`src/rtl/logic_unit_pipe.sv`:
```
// Pipelined bitwise logic unit with Hack-style zr/ng flags.
// The output register is backed by a one-entry skid register, so the block sustains one beat per cycle under backpressure.
module logic_unit_pipe #(
   parameter int unsigned WIDTH = 16
) (
   input  logic             clk,
   input  logic             rst_n,
   input  logic             in_valid,
   output logic             in_ready,
   input  logic [WIDTH-1:0] a,
   input  logic [WIDTH-1:0] b,
   input  logic [2:0]       op,
   output logic             out_valid,
   input  logic             out_ready,
   output logic [WIDTH-1:0] result,
   output logic             zr,
   output logic             ng
);

   localparam logic [1:0] ST_EMPTY = 2'd0;
   localparam logic [1:0] ST_ONE   = 2'd1;
   localparam logic [1:0] ST_FULL  = 2'd2;

   logic [1:0]       r_state;
   logic [1:0]       w_state_d;
   logic             r_in_ready;
   logic [WIDTH-1:0] w_res;
   logic             w_zr;
   logic             w_ng;
   logic [WIDTH-1:0] r_m_res;
   logic             r_m_zr;
   logic             r_m_ng;
   logic [WIDTH-1:0] r_s_res;
   logic             r_s_zr;
   logic             r_s_ng;
   logic             w_acc;
   logic             w_out;
   logic             w_load_m_new;
   logic             w_load_m_skid;
   logic             w_load_s;

   always_comb begin
      w_res = '0;
      case (op)
         3'b000:  w_res = ~a;
         3'b001:  w_res = a & b;
         3'b010:  w_res = a | b;
         3'b011:  w_res = a ^ b;
         3'b100:  w_res = ~(a & b);
         3'b101:  w_res = ~(a | b);
         3'b110:  w_res = ~(a ^ b);
         default: w_res = a;
      endcase
   end

   // Flags travel with the beat so a stalled result never picks up a later beat's flags.
   assign w_zr = ~|w_res;
   assign w_ng = w_res[WIDTH-1];

   assign w_acc = in_valid && r_in_ready;
   assign w_out = out_valid && out_ready;

   always_comb begin
      w_state_d     = r_state;
      w_load_m_new  = 1'b0;
      w_load_m_skid = 1'b0;
      w_load_s      = 1'b0;
      case (r_state)
         ST_EMPTY: begin
            if (w_acc) begin
               w_state_d    = ST_ONE;
               w_load_m_new = 1'b1;
            end
         end
         ST_ONE: begin
            if (w_acc && w_out) begin
               w_load_m_new = 1'b1;
            end else if (w_acc) begin
               w_state_d = ST_FULL;
               w_load_s  = 1'b1;
            end else if (w_out) begin
               w_state_d = ST_EMPTY;
            end
         end
         ST_FULL: begin
            if (w_out) begin
               w_state_d     = ST_ONE;
               w_load_m_skid = 1'b1;
            end
         end
         default: w_state_d = ST_EMPTY;
      endcase
   end

   always_ff @(posedge clk) begin
      if (!rst_n) begin
         r_state    <= ST_EMPTY;
         r_in_ready <= 1'b0;
         r_m_res    <= '0;
         r_m_zr     <= 1'b0;
         r_m_ng     <= 1'b0;
         r_s_res    <= '0;
         r_s_zr     <= 1'b0;
         r_s_ng     <= 1'b0;
      end else begin
         r_state    <= w_state_d;
         r_in_ready <= (w_state_d != ST_FULL);
         if (w_load_m_new) begin
            r_m_res <= w_res;
            r_m_zr  <= w_zr;
            r_m_ng  <= w_ng;
         end else if (w_load_m_skid) begin
            r_m_res <= r_s_res;
            r_m_zr  <= r_s_zr;
            r_m_ng  <= r_s_ng;
         end
         if (w_load_s) begin
            r_s_res <= w_res;
            r_s_zr  <= w_zr;
            r_s_ng  <= w_ng;
         end
      end
   end

   assign in_ready  = r_in_ready;
   assign out_valid = (r_state != ST_EMPTY);
   assign result    = r_m_res;
   assign zr        = r_m_zr;
   assign ng        = r_m_ng;

endmodule
```
`config.mk`:
```
export PLATFORM = sky130hd
export DESIGN_NAME = logic_unit_pipe
export DESIGN_NICKNAME = d
export VERILOG_FILES = /design/src/rtl/logic_unit_pipe.sv
export SDC_FILE = /design/constraint.sdc
export NUM_CORES = 1
export LEC_CHECK = 0
export BUFFER_PORTS_ARGS = -buffer_cell sky130_fd_sc_hd__buf_2
export CAP_MARGIN = 20
export CORE_MARGIN = 1.5
export CORE_UTILIZATION = 51
export CTS_CLUSTER_SIZE = 28
export DETAILED_ROUTE_END_ITERATION = 6
export PLACE_DENSITY = 0.77
export SKIP_CTS_REPAIR_TIMING = 1
export SYNTH_ARGS = -nofsm -noshare
export SYNTH_HDL_FRONTEND = slang
export SYNTH_SLANG_ARGS = --single-unit
```
`constraint.sdc`:
```
create_clock -name clk -period 1.85 [get_ports clk]
set_clock_uncertainty 0.1 [all_clocks]
set_input_delay 0.37 -clock clk [delete_from_list [all_inputs] [get_ports clk]]
set_output_delay 0.37 -clock clk [all_outputs]
set_load 0.1 [all_outputs]
```
==> flow_metrics.tcl <==
set metrics [dict create \
    synthesis.area_mm2 0.00330 \
    antenna_found_initial 0 \
    cts-root-buf "clkbuf_8" \
    route.detailed.drc 0 \
    syn-instance-count 414 \
    fin_nets 604 \
    die-area_mm2 0.00695 \
    drv_cap 0 \
    tightest_slew_ns 0.490 \
    whs_ns 0.231 \
    grt_pass1_wl_mm 14.3 \
    synth-edff-count 0 \
    reg2reg_slack_ns 0.17 \
    cts_tree "done" \
    synth-async-reset-ratio_pct 0 \
    ys_ff_latch 37 \
    end_kind "flop" \
    coreArea_mm2 0.00631 \
    syn_avg_cell_area_um2 7.96 \
    yosys_warnings 0 \
    vias 3393 \
    max_stage_delay_ns 0.48 \
    crit_required_ns 1.94 \
    drt-total-wl_mm 8.82 \
    ys_seq_area_share_pct 22.5 \
    clk_latency_ns 0.29 \
    setup_viol 3 \
    placed_area_mm2 0.00423 \
    final_cell_mix "80 x buf_4, 53 x buf_2, 46 x nand2_1" \
    fmax_ghz 0.529 \
    layout_commonest_cell "buf_4" \
    avgRoutedWirePerCell_um 14.4 \
    fin_crit_sh_pct 102 \
    regArea_um2 744 \
    place_hpwl_mm 6.78 \
    dpl_worst_slack_ns -0.378 \
    rsz0062_at_grt "true" \
    port_buffers 58 \
    tns_ns -0.106 \
    area_growth_pct 36.0 \
    first_global_vias 3279 \
    crit_arrival_ns 1.98 \
    finalCriticalPeriod_ns 1.89 \
    clk_path_buf_depth 2 \
    fp.dieW_um 83.4 \
    crit_fanout 3 \
    grtUsageTotal_pct 24.8 \
    multi_input_area_mm2 0.00240 \
    layout-drive-gt1-share_pct 38.6 \
    final_area_mm2 0.00448 \
    cp_cell_sequence "buf_2, inv_1, ha_1, mux4_2, nor2_2, a211oi_1, buf_4, nor3b_2, nand4b_1, o21ai_1" \
    cts.sinks 37 \
    grt_max_degree 23 \
    min-delay-path-class "primary input to flop" \
    viasPerCell 5.55 \
    antenna_cells 0 \
    fillCellCount 505 \
    slew_headroom_pct 67.6 \
    status "finished, violations left" \
    fin_ws_ns -0.0418 \
    rows 29 \
    maxSlewViolCount 0 \
    worst-setup-path-type "primary input to flop" \
    ioPinCount 59 \
    die_height_um 83.4 \
    grt_overflow 0 \
    gp_congestion 0.867 \
    antenna_left 0 \
    crit_slowest_cell "mux4_2" \
    hold_viol 0 \
    irDropWorstVdd_mv 0.538 \
    h-tree-depth 2 \
    dr.pass1.iters 4 \
    fin_total_pwr_mw 2.59 \
    power_density_mw_per_mm2 578 \
    layout.cells.non_filler 611 \
    path_clk_slew_ns 0.07 \
    synthFlopType "dfxtp_1" \
    syn_nets 485 \
    initial_core_util_pct 52.2 \
    drt_iter0_drc 164 \
    cts_buffers 5 \
    failed_checks "negative setup slack" \
    dp_cells 603 \
    synth_cell_type_count 53 \
    fin_util_pct 71.0 \
    p_leak_nw 2.11 \
    start_kind "primary input" \
]
[worst max-delay path, delay by kind of cell]
kind / cells / cell delay, ns
buffers and inverters: 3 / 0.30
AND/OR/NAND/NOR: 3 / 0.38
multiplexers: 1 / 0.48
adder cells (fa/ha/maj): 1 / 0.30
AO/OA/AOI/OAI: 2 / 0.13
[worst paths after layout]
| kind | startpoint | end | cells past startpoint |
|---|---|---|---|
| min | out_ready | r_state[1]$_SDFF_PN0_ | 2 |
| max reg2reg | in_ready$_SDFF_PN0_ | result[12]$_SDFFE_PN0P_ | 6 |
| min reg2reg | r_s_res[5]$_SDFFE_PN0P_ | r_s_res[5]$_SDFFE_PN0P_ | 2 |
| max | a[8] | zr$_SDFFE_PN0P_ | 10 |
[logic make-up after synthesis]
logic type | after synthesis | synth area share (%)
multiplexers | 42 | 16.8
flip-flops | 37 | 22.5
buffers and inverters | 68 | 9.45
AO/OA/AOI/OAI | 92 | 19.2
adder cells (fa/ha/maj) | 32 | 12.1
AND/OR/NAND/NOR | 143 | 19.9
[routing by layer]
metal / part of all wire (%) / routed length, um / track usage [%]
met4: 2.4 / 216 / 6.97
met3: 3.9 / 346 / 3.78
met2: 51 / 4510 / 45.5
met1: 43 / 3750 / 29.8
met5: 0 / 0 / 0
[layout make-up]
class	instances	share of cell area [%]
inverters	39	3.66
clock buffers	7	2.15
well taps	77	2.15
flip-flops and latches	37	16.6
multi-input cells	309	53.5
clock inverters	1	0.112
repair buffers	141	21.8
[state kept, by name, summed over array words and instances (netlist names)]
signal	cells
in_ready	1
r_s_zr	1
r_state	2
result	16
zr	1
r_s_res	16
[Yosys cell counts, types with 2 or more instances]
library cell | number | area (um^2)
a211oi_1 | 14 | 105
a21oi_1 | 23 | 115
a221o_1 | 2 | 20.0
a22oi_1 | 4 | 30.0
a311oi_1 | 2 | 17.5
a31oi_1 | 2 | 12.5
buf_2 | 12 | 60.1
buf_4 | 4 | 30.0
buf_6 | 2 | 22.5
clkbuf_1 | 10 | 37.5
dfxtp_1 | 37 | 741
ha_1 | 32 | 400
inv_1 | 38 | 143
mux2_2 | 10 | 113
mux2i_1 | 22 | 220
mux4_2 | 8 | 180
nand2_1 | 46 | 173
nand2b_1 | 8 | 50.1
nand3_1 | 10 | 50.1
nand4_1 | 3 | 18.8
nor2_1 | 49 | 184
nor2b_1 | 9 | 56.3
nor3_1 | 5 | 25.0
nor3b_1 | 3 | 22.5
o211a_1 | 3 | 30.0
o211ai_1 | 8 | 60.1
o21ai_0 | 11 | 55.1
o21ai_1 | 3 | 15.0
o221ai_1 | 3 | 26.3
o22a_1 | 2 | 17.5
o22ai_1 | 2 | 12.5
o31ai_1 | 3 | 22.5
o32ai_1 | 3 | 26.3
or2_2 | 2 | 12.5
[where the power goes]
part	switching (mW)	total (mW)	internal [mW]
logic	0.667	1.12	0.450
registers	0.0203	0.853	0.832
clock network	0.282	0.619	0.337
total	0.970	2.59	1.62
Power figures use the tool's default switching activity.
